--- config.mk ---
export PLATFORM = sky130hd
export DESIGN_NAME = trng_conditioner
export DESIGN_NICKNAME = d
export VERILOG_FILES = /design/src/rtl/trng_pkg.sv /design/src/rtl/trng_vn_debias.sv /design/src/rtl/trng_conditioner.sv
export SDC_FILE = /design/constraint.sdc
export NUM_CORES = 1
export LEC_CHECK = 0
export CORE_ASPECT_RATIO = 0.9
export CORE_MARGIN = 2
export CORE_UTILIZATION = 45
export DETAILED_ROUTE_END_ITERATION = 7
export PLACE_DENSITY_LB_ADDON = 0.25
export SETUP_SLACK_MARGIN = 0.3
export SLEW_MARGIN = 20
export SYNTH_ARGS = -nofsm -noshare
export SYNTH_HDL_FRONTEND = slang
export SYNTH_SLANG_ARGS = --single-unit
--- constraint.sdc ---
create_clock -name clk -period 2.8 [get_ports clk]
set_input_delay 0.42 -clock clk [delete_from_list [all_inputs] [get_ports clk]]
set_output_delay 0.42 -clock clk [all_outputs]
set_load 0.05 [all_outputs]
--- src/rtl/trng_pkg.sv ---
// Shared constants and pair-FSM encoding for the TRNG conditioner.
// No logic, no latency.
// No backpressure: type and constant definitions only.
package trng_pkg;

    localparam int TRNG_WIDTH      = 8;
    localparam int TRNG_RCT_CUTOFF = 32;

    typedef enum logic {
        VN_IDLE       = 1'b0,
        VN_HAVE_FIRST = 1'b1
    } vn_state_e;

endpackage

--- src/rtl/trng_vn_debias.sv ---
// Von Neumann debiaser: pairs raw bits, emits the first bit of each unequal pair.
// Latency: combinational emit in the cycle the second bit of the pair arrives.
// No backpressure: emitted bits must be taken or dropped by the caller; flush discards a half pair.
module trng_vn_debias (
    input  logic clk,
    input  logic rst,
    input  logic flush,
    input  logic in_bit,
    input  logic in_valid,
    output logic out_bit,
    output logic out_valid
);
    import trng_pkg::*;

    vn_state_e state_q, state_d;
    logic      first_q, first_d;

    // Pair tracking: remember the first bit, judge the pair on the second.
    always_comb begin
        state_d   = state_q;
        first_d   = first_q;
        out_bit   = 1'b0;
        out_valid = 1'b0;
        if (flush) begin
            state_d = VN_IDLE;
        end else if (in_valid) begin
            case (state_q)
                VN_IDLE: begin
                    first_d = in_bit;
                    state_d = VN_HAVE_FIRST;
                end
                VN_HAVE_FIRST: begin
                    state_d = VN_IDLE;
                    if (first_q != in_bit) begin
                        out_valid = 1'b1;
                        out_bit   = first_q;
                    end
                end
                default: state_d = VN_IDLE;
            endcase
        end
    end

    // State register with synchronous reset.
    always_ff @(posedge clk) begin
        if (rst) begin
            state_q <= VN_IDLE;
            first_q <= 1'b0;
        end else begin
            state_q <= state_d;
            first_q <= first_d;
        end
    end

endmodule

--- src/rtl/trng_conditioner.sv ---
// Entropy conditioner: repetition-count health test, von Neumann debias, WIDTH-bit word packing.
// Latency: word lands in out_data on the same edge that accepts the sample completing it.
// Backpressure: one full word held in the assembler while output is blocked; later bits dropped with overrun.
module trng_conditioner
    import trng_pkg::*;
#(
    parameter int WIDTH      = TRNG_WIDTH,
    parameter int RCT_CUTOFF = TRNG_RCT_CUTOFF
) (
    input  logic             clk,
    input  logic             rst,
    input  logic             en,
    input  logic             raw_bit,
    input  logic             raw_valid,
    output logic [WIDTH-1:0] out_data,
    output logic             out_valid,
    input  logic             out_ready,
    output logic             health_fail,
    input  logic             clear_fail,
    output logic             overrun
);

    localparam int CW = $clog2(WIDTH + 1);
    localparam int RW = $clog2(RCT_CUTOFF + 1);
    localparam logic [CW-1:0] FULL_CNT = CW'(WIDTH);
    localparam logic [CW-1:0] LAST_CNT = CW'(WIDTH - 1);
    localparam logic [RW-1:0] RCT_MAX  = RW'(RCT_CUTOFF);

    logic [WIDTH-1:0] shift_q, shift_d;
    logic [CW-1:0]    bit_cnt_q, bit_cnt_d;
    logic [RW-1:0]    rct_cnt_q, rct_cnt_d;
    logic             last_q, last_d;
    logic [WIDTH-1:0] out_data_q, out_data_d;
    logic             out_valid_q, out_valid_d;
    logic             health_fail_q, health_fail_d;
    logic             overrun_q, overrun_d;

    logic             accept;
    logic             out_free;
    logic             vn_bit, vn_vld;
    logic [WIDTH-1:0] shifted;

    assign accept   = en & raw_valid & ~health_fail_q;
    assign out_free = ~out_valid_q | out_ready;
    assign shifted  = {shift_q[WIDTH-2:0], vn_bit};

    // A disabled or failed conditioner must not complete a half pair later.
    trng_vn_debias u_vn (
        .clk       (clk),
        .rst       (rst),
        .flush     (~en | health_fail_q),
        .in_bit    (raw_bit),
        .in_valid  (accept),
        .out_bit   (vn_bit),
        .out_valid (vn_vld)
    );

    // Health test, word assembly and output register next-state.
    always_comb begin
        shift_d       = shift_q;
        bit_cnt_d     = bit_cnt_q;
        rct_cnt_d     = rct_cnt_q;
        last_d        = last_q;
        out_data_d    = out_data_q;
        out_valid_d   = out_valid_q;
        overrun_d     = 1'b0;

        // Repetition count on raw samples; a zero count marks "no previous sample".
        if (accept) begin
            last_d = raw_bit;
            if (rct_cnt_q == '0 || raw_bit != last_q) begin
                rct_cnt_d = RW'(1);
            end else if (rct_cnt_q != RCT_MAX) begin
                rct_cnt_d = rct_cnt_q + RW'(1);
            end
        end
        health_fail_d = health_fail_q | (rct_cnt_q == RCT_MAX);
        if (clear_fail) begin
            health_fail_d = 1'b0;
            rct_cnt_d     = '0;
        end

        if (out_valid_q && out_ready) begin
            out_valid_d = 1'b0;
        end

        // Gate on the next-state flag so output drops on the same edge the failure registers.
        if (health_fail_d) begin
            shift_d     = '0;
            bit_cnt_d   = '0;
            out_valid_d = 1'b0;
        end else if (bit_cnt_q == FULL_CNT) begin
            if (out_free) begin
                out_data_d  = shift_q;
                out_valid_d = 1'b1;
                shift_d     = {{(WIDTH-1){1'b0}}, vn_bit};
                bit_cnt_d   = vn_vld ? CW'(1) : '0;
            end else if (vn_vld) begin
                overrun_d = 1'b1;
            end
        end else if (vn_vld) begin
            if (bit_cnt_q == LAST_CNT && out_free) begin
                out_data_d  = shifted;
                out_valid_d = 1'b1;
                shift_d     = '0;
                bit_cnt_d   = '0;
            end else begin
                shift_d   = shifted;
                bit_cnt_d = bit_cnt_q + CW'(1);
            end
        end
    end

    // All conditioner state, synchronous reset.
    always_ff @(posedge clk) begin
        if (rst) begin
            shift_q       <= '0;
            bit_cnt_q     <= '0;
            rct_cnt_q     <= '0;
            last_q        <= 1'b0;
            out_data_q    <= '0;
            out_valid_q   <= 1'b0;
            health_fail_q <= 1'b0;
            overrun_q     <= 1'b0;
        end else begin
            shift_q       <= shift_d;
            bit_cnt_q     <= bit_cnt_d;
            rct_cnt_q     <= rct_cnt_d;
            last_q        <= last_d;
            out_data_q    <= out_data_d;
            out_valid_q   <= out_valid_d;
            health_fail_q <= health_fail_d;
            overrun_q     <= overrun_d;
        end
    end

    assign out_data    = out_data_q;
    assign out_valid   = out_valid_q;
    assign health_fail = health_fail_q;
    assign overrun     = overrun_q;

endmodule

Word-level counts from Yosys, hierarchy flattened
Cells that the tools add are included.
{"block": "classes", "n_addsub": 2, "mux": 31, "eq_ne": 7, "n_reduce_logical": 15, "bitwise_logic": 12}
{"operator": "$mux W8", "count": 8}
{"operator": "$mux W1", "count": 16}
{"operator": "$mux W4", "count": 4}
{"operator": "$mux W6", "count": 2}
{"operator": "$not A1 Y1", "count": 7}
{"operator": "$add A6 B1 Y6 const B", "count": 1}
{"operator": "$eq A6 B6 Y1 const B", "count": 1}
{"operator": "$logic_not A6 Y1", "count": 1}
{"operator": "$ne A6 B6 Y1 const B", "count": 1}
{"operator": "$reduce_bool A2 Y1", "count": 3}
{"operator": "$reduce_or A2 Y1", "count": 3}
{"operator": "$add A4 B1 Y4 const B", "count": 1}
{"operator": "$eq A4 B3 Y1 const B", "count": 1}
{"operator": "$eq A4 B4 Y1 const B", "count": 1}
{"operator": "$reduce_and A2 Y1", "count": 2}
{"operator": "$reduce_and A4 Y1", "count": 1}
{"operator": "$reduce_or A4 Y1", "count": 1}
{"operator": "$or A1 B1 Y1", "count": 3}
{"operator": "$reduce_and A3 Y1", "count": 1}
{"operator": "$and A1 B1 Y1", "count": 2}
{"operator": "$logic_and A1 B1 Y1", "count": 2}
{"operator": "$ne A1 B1 Y1", "count": 2}
{"operator": "$ne A2 B2 Y1 const B", "count": 1}
{"operator": "$pmux W1 S2", "count": 1}
{"operator": "$logic_or A1 B1 Y1", "count": 1}
{"block": "totals", "elab_cells": 77, "inputBits": 7, "regBits": 32}

Depth between registers and ports, before layout
Gate-level depths: netlist of run 1.
{"block": "depth", "depth_word": 8, "ltp_mapped": 7, "mapped_depth_nobuf": 6}

By module
From an unflattened synthesis of run 1, not the netlist that was laid out.
{"block": "unflattened", "hier_cells": 174, "hier_area_um2": 1611.5}
{"mod": "trng_conditioner", "area_per_inst_um2": 1477.7, "cells_per_inst": 162, "instances": 1}
{"mod": "trng_vn_debias", "area_per_inst_um2": 133.9, "cells_per_inst": 12, "instances": 1}

Least setup slack after synthesis of run 1
No wires, ideal clock.
{"block": "synth_path", "path_kind": "in2reg", "from": "in raw_bit", "to": "reg out_data_q[0], in the netlist out_data[0]", "arrival_time_ns": 1.979, "path_slack_ns": 0.700, "setup_ns": 0.121, "path_buffers": 1, "cell_stages": 7, "required_time_ns": 2.679, "cell_sequence": "inv_1 ha_1 and2b_2 a21oi_4 or4b_1 buf_6 mux2_4"}
{"block": "synth_between", "elab_chain_cells": 8}
{"element": "start: declaration", "line_no": "trng_conditioner.sv:13", "source": "input logic raw_bit,"}
{"element": "$ne A1 B1 Y1 *", "line_no": "trng_vn_debias.sv:34", "source": "if (first_q != in_bit) begin"}
{"element": "$mux W1", "line_no": "trng_vn_debias.sv:34"}
{"element": "$mux W1", "line_no": "trng_vn_debias.sv:27", "source": "case (state_q)"}
{"element": "$mux W1", "line_no": "trng_vn_debias.sv:26", "source": "end else if (in_valid) begin"}
{"element": "$mux W1", "line_no": "trng_vn_debias.sv:24", "source": "if (flush) begin"}
{"element": "$mux W8", "line_no": "trng_conditioner.sv:102", "source": "if (bit_cnt_q == LAST_CNT && out_free) begin"}
{"element": "$mux W8", "line_no": "trng_conditioner.sv:101", "source": "end else if (vn_vld) begin"}
{"element": "$mux W8", "line_no": "trng_conditioner.sv:92", "source": "end else if (bit_cnt_q == FULL_CNT) begin"}
{"element": "end signal: assignment", "line_no": "trng_conditioner.sv:130", "source": "out_data_q <= out_data_d;"}
{"element": "end: declaration", "line_no": "trng_conditioner.sv:33", "source": "logic [WIDTH-1:0] out_data_q, out_data_d;"}
Mark *: on every way between the ends. The rest lies on a longest branch, timed or not. The select of a mux whose other input is x is not followed.
A chain may end at the register's enable or synchronous reset.

Worst setup path after layout of run 1
{"block": "layout_path", "from": "in raw_bit", "to": "reg out_data_q[3], in the netlist out_data[3]"}
{"block": "layout_between", "elab_chain_cells": 7}
{"element": "$ne A1 B1 Y1", "line_no": "trng_vn_debias.sv:34"}
{"element": "$mux W1", "line_no": "trng_vn_debias.sv:34"}
{"element": "$mux W1", "line_no": "trng_vn_debias.sv:27"}
{"element": "$mux W1", "line_no": "trng_vn_debias.sv:26"}
{"element": "$mux W1", "line_no": "trng_vn_debias.sv:24"}
{"element": "$reduce_bool A2 Y1 (no line)"}
{"element": "$reduce_and A4 Y1 (no line)"}
Every way passes these cells.

==> run metrics, run 1 <==
status finished, final reports clean; first-pass GRT wire length 6240 um; Register Area 641 um2; register bit count reported by yosys 32; Core Area 3700 um2; Via Count 1463; fraction of registers with async set/reset 0; count of input and output buffers 17; H-Tree Depth 2; Critical Path Fanout Max 8; mux cell area share after synthesis 0.0698; met2 GRT Util 0.255; met1 usage 0.244; Post-Place Cell Area 1940 um2; critical path launch point type primary input; Compound-Gate Fraction of Synth Area 0.188; largest stage delay on the critical path 530 ps; Max Slew Vio Count 0; Clock Skew 2.82 ps; Least-Margin Pin Slew 502 ps; antenna violations before repair 0; synthesized net count 211; post-DP HPWL 2500 um; global-route met3 utilization 0.0581; GRT Util Overall 0.180; final setup vio count 0; Top delay family on crit path simple AND/OR/NAND/NOR gates; Pre-Repair DR Iteration Count 4; EDFF count, synth 0; post-synthesis adder-cell area fraction 0.0363; Crit. End Element register; CP max stage cell or4b_1; maxcap violations 0; Mapped Cells 199; synth warn 0; # rows 21; critical path arrival 2610 ps; Die Y 62.7 um; fin area 2040 um2; synth unique cells 43; # fillers 324; CTS tree yes; area of the multi-input gates 1000 um2; RSZ-0062 raised after global routing no; final hold vios 0; CTS clk-pin slew, worst paths 60 ps; Rel. slew slack 0.664; CTS root buf clkbuf_8; share of the synthesized area in the top cell type 0.372; First DRT Iteration DRCs 110; Longest Clk Path Bufs 2; setup_tns 0 ps; synth top area cells dfxtp_1 37%, mux2_4 7.0%, a21oi_1 6.7%; Hold Path Class reg -> reg; Overflow after GRT 0; ys flop type dfxtp_1; cts bufs inserted 5; Initial Utilization 0.465; Leak 0.729 nW; largest net degree at the start of global routing 20; antenna cells 0; drt total wl 3640 um; Syn Std Cell Area 1720 um2; Top Ports 18; largest family of logic cells by synthesized area simple AND/OR/NAND/NOR gates; post-CTS setup buffers 0; Synth Area in Simple Gates 0.277; Syn Area/Cell 8.65 um2; Seq/Total Area, Yosys 0.372; Vias/cell 5.52; Die ar. 4340 um2; Die Span X 69.2 um; fmax 410 MHz; clock insertion delay at the later pin of the skew report 280 ps; Clock Sink Count 32; routed len/inst 13.7 um; peak supply drop 0.256 mV; crit-path cells clkdlybuf4s50_1 -> inv_1 -> ha_1 -> and2b_2 -> a21oi_4 -> or4b_1 -> buf_6 -> mux2_4; Synth Area in XOR/XNOR 0.0102; final worst path period share 0.872; WS Path Type in -> reg; nets@finish 231; Worst EP required 2970 ps; area grow syn2layout 18.7%; gpl congestion 0.849; share of post-route cells with drive strength above 1 0.174; Top Usage Layer GRT met2; dominant cell type by area after synthesis dfxtp_1; crit path buf inv count 3; power density cells 436 nW/um2; post-layout min period 2440 ps; Post-DRT Antenna Nets 0; DRC violations left 0; vias in the first global route 1364
## worst register-to-register path: stages (launching register included)
cell,delay [ps]
dfxtp_1,390
inv_1,60
ha_1,210
nand3b_2,300
nor2_1,120
or4b_1,560
buf_6,170
mux2_4,300
## cells by family (layout without fill, tap and decap cells)
logic type / after synthesis / count (layout)
AND/OR/NAND/NOR: 80 / 80
AO/OA/AOI/OAI: 55 / 55
flip-flops: 32 / 32
buffers and inverters: 17 / 37
multiplexers: 8 / 8
adder cells (fa/ha/maj): 5 / 5
XOR/XNOR: 2 / 2
## layout make-up
type                            count  area share
Inverter                            6      0.0110
Clock buffer                        7      0.0472
Timing Repair Buffer               24       0.111
Tap cell                           46      0.0282
Sequential cell                    32       0.314
Multi-Input combinational cell    150       0.489
## metal layers
metal  vias to the layer above  part of all wire
li1                        756                 -
met1                       663              0.52
met2                        37              0.41
met3                         7             0.054
met4                         0             0.022
met5                         -                 0
## power by group
part | switching, mW | internal (mW) | total, mW
clock | 0.162 | 0.219 | 0.381
sequential | 0.00277 | 0.458 | 0.461
combinational | 0.0274 | 0.0217 | 0.0492
## synth_stat cells (all sizes together), types with 2 or more instances
library cell,number
a21boi,2
a21oi,24
a31o,3
a31oi,3
and2,4
and2b,4
and3,2
and3b,2
buf,3
clkbuf,8
dfxtp,32
ha,5
inv,6
mux2,8
nand2,22
nand3,4
nand3b,2
nand4,11
nor2,6
nor2b,8
nor3b,3
nor4b,2
o21ai,18
or3,4
or4b,3
xnor2,2
## metrics by stage
stage	cells	util	hold slack (ps)	total power, mW	setup WS [ps]
final	265	0.552	482	0.891	359
after floorplan	199	-	450	0.500	700
after global routing	265	0.552	503	0.926	301
after detailed placement	258	0.524	471	0.519	72.0
after CTS	265	0.550	481	0.901	362
after global placement	258	0.524	456	0.518	88.7
## flip-flops by register name, indices dropped and copies added, names as in the netlist
signal / count
out_data: 8
shift_q: 8
rct_cnt_q: 6
bit_cnt_q: 4
health_fail: 1
last_q: 1
out_valid: 1
overrun: 1
u_vn.first_q: 1
u_vn.state_q: 1
## worst paths after layout
kind | start | to | slack [ps] | cells after the start
setup / recovery | raw_bit | out_data[3] | 360 | 8
setup reg to reg | bit_cnt_q[0] | out_data[3] | 580 | 7
hold / removal | last_q | last_q | 480 | 2
hold reg to reg | last_q | last_q | 480 | 2
## timing repair
action / CTS / global route
hold endpoints to repair: 0 / 0
setup endpoints to repair: 0 / 8
hold buffers: 0 / 0
gates resized for setup: 0 / 1
## layout by cell type, fill, tap and decap left out, drive strengths merged
cell / n
o32ai: 1
mux2: 8
ha: 5
nor3b: 3
and3: 2
a211o: 1
a31oi: 3
inv: 6
xnor2: 2
nand3: 4
nand3b: 2
nor2: 6
nor3: 1
o31ai: 1
or3: 4
o21ai: 18
nor2b: 8
buf: 7
a21boi: 2
clkdlybuf4s50: 17
nor4b: 2
a311oi: 1
a31o: 3
a211oi: 1
and2: 4
and2b: 4
nand2b: 1
a21oi: 24
nand4: 11
clkbuf: 7
nand2: 22
or4b: 3
dfxtp: 32
and3b: 2
or3b: 1
Note: power is estimated with default switching activity, not from simulation.
==> run 2: changes to the inputs <==
--- a/config.mk
+++ b/config.mk
@@ -9,9 +9,12 @@
 export CORE_MARGIN = 2
 export CORE_UTILIZATION = 45
 export DETAILED_ROUTE_END_ITERATION = 7
+export MAX_ROUTING_LAYER = met4
 export PLACE_DENSITY_LB_ADDON = 0.25
+export REMOVE_ABC_BUFFERS = 1
 export SETUP_SLACK_MARGIN = 0.3
 export SLEW_MARGIN = 20
 export SYNTH_ARGS = -nofsm -noshare
 export SYNTH_HDL_FRONTEND = slang
 export SYNTH_SLANG_ARGS = --single-unit
+export TNS_END_PERCENT = 1
==> run metrics, run 2 (same netlist as run 1, synthesis figures left out) <==
status finished, final reports clean; gpl congestion 0.859 (+1.2%); setup_tns 0 ps (unchanged); clock insertion delay at the later pin of the skew report 280 ps (about the same); # rows 21 (unchanged); nets@finish 232 (+0.43%); vias in the first global route 1448 (+6.2%); DRC violations left 0 (unchanged); crit-path cells clkdlybuf4s50_1 -> inv_1 -> ha_1 -> and2b_2 -> a21oi_4 -> or4b_1 -> buf_4 -> mux2_4; Initial Utilization 0.465 (unchanged); Longest Clk Path Bufs 2 (unchanged); share of post-route cells with drive strength above 1 0.177 (+0.00376); Vias/cell 5.68 (+3.0%); area grow syn2layout 18.9%; Rel. slew slack 0.668 (+0.00389); Critical Path Fanout Max 8 (unchanged); Pre-Repair DR Iteration Count 4 (unchanged); Max Slew Vio Count 0 (unchanged); Overflow after GRT 0 (unchanged); antenna violations before repair 0 (unchanged); peak supply drop 0.195 mV (-24%); Crit. End Element register; Least-Margin Pin Slew 496 ps (-5.81 ps); Hold Buf Count CTS 0 (unchanged); fmax 407 MHz (-0.58%); RSZ-0062 raised after global routing no; GRT Util Overall 0.190 (+0.0105); # fillers 333 (+2.8%); WS Path Type in -> reg; cts bufs inserted 5 (unchanged); CP max stage cell clkdlybuf4s50_1; Die ar. 4340 um2 (unchanged); First DRT Iteration DRCs 163 (+48%); critical path launch point type primary input; Core Area 3700 um2 (unchanged); most common cell after layout, fill and taps aside dfxtp_1; maxcap violations 0 (unchanged); final hold vios 0 (unchanged); Die Span X 69.2 um (unchanged); DP Cell Count 259 (+0.39%); final setup vio count 0 (unchanged); Finished Layout Cells 266 (+0.38%); Top delay family on crit path buffers and inverters; final worst path period share 0.877 (+0.00513); CTS clk-pin slew, worst paths 70 ps (about the same); Hold Path Class reg -> reg; count of input and output buffers 17 (unchanged); post-DP HPWL 2520 um (+0.78%); post-CTS setup buffers 0 (unchanged); crit path buf inv count 3 (unchanged); Clock Skew 5.21 ps (+2.39 ps); Register Area 641 um2 (unchanged); Die Y 62.7 um (unchanged); PostCTS Resize Cnt 0 (unchanged); Clock Sink Count 32 (unchanged); Leak 0.732 nW (+0.32%); critical path arrival 2620 ps (about the same); H-Tree Depth 2 (unchanged); Via Count 1512 (+3.3%); most frequent cells in the layout 32 x dfxtp_1, 23 x a21oi_1, 22 x nand2_1; power density cells 436 nW/um2 (about the same); area of the multi-input gates 1000 um2 (unchanged); drt total wl 3660 um (+0.69%); largest stage delay on the critical path 520 ps (about the same); Post-DRT Antenna Nets 0 (unchanged); Worst EP required 2970 ps (about the same); post-layout min period 2460 ps (+14.4 ps); antenna cells 0 (unchanged); Top Ports 18 (unchanged); routed len/inst 13.8 um (+0.31%); CTS tree yes; CTS root buf clkbuf_8; first-pass GRT wire length 6490 um (+4.0%); largest net degree at the start of global routing 20 (unchanged)
run 2: through the flow:
stage	hold WS (ps)	area (um2)	setup WS, ps	util	power [mW]
floorplan	444	1660	528	-	0.494
global placement	456	1950	87.8	0.527	0.518
detailed placement	469	1950	48.3	0.527	0.520
CTS	484	2050	361	0.553	0.901
global route	521	2050	308	0.553	0.931
finish	478	2050	345	0.553	0.893
run 2: worst paths after layout:
check / endpoint / cells after the start / slack (ps) / startpoint
setup / recovery: out_data[0] / 8 / 340 / raw_bit
hold / removal: last_q / 2 / 480 / last_q
setup reg to reg: out_data[0] / 7 / 640 / bit_cnt_q[0]
hold reg to reg: last_q / 2 / 480 / last_q
run 2: power breakdown:
| part | internal [mW] | total [mW] | switching [mW] |
|---|---|---|---|
| Combinational | 0.0217 | 0.0491 | 0.0274 |
| Sequential | 0.458 | 0.461 | 0.00271 |
| Clock | 0.219 | 0.383 | 0.164 |
run 2: cell type report:
| class | count | area share |
|---|---|---|
| well taps | 46 | 0.0281 |
| flip-flops and latches | 32 | 0.313 |
| multi-input cells | 150 | 0.488 |
| clock buffers | 7 | 0.0471 |
| repair buffers | 25 | 0.112 |
| inverters | 6 | 0.0110 |
run 2: routing by layer:
layer	up-vias	GRT usage	routed length (um)	share of wire
li1	757	-	-	-
met1	693	0.262	1860	0.51
met2	57	0.263	1540	0.42
met3	5	0.0645	225	0.061
met4	0	0.0588	40	0.011
met5	-	-	0	0
run 2: worst reg2reg max path: stages, from the launching register on:
cell and delay, ps:
dfxtp_1 350, inv_1 70, ha_1 170, and3b_2 380, a31oi_1 110, or4b_1 470, buf_4 200, mux2_4 300
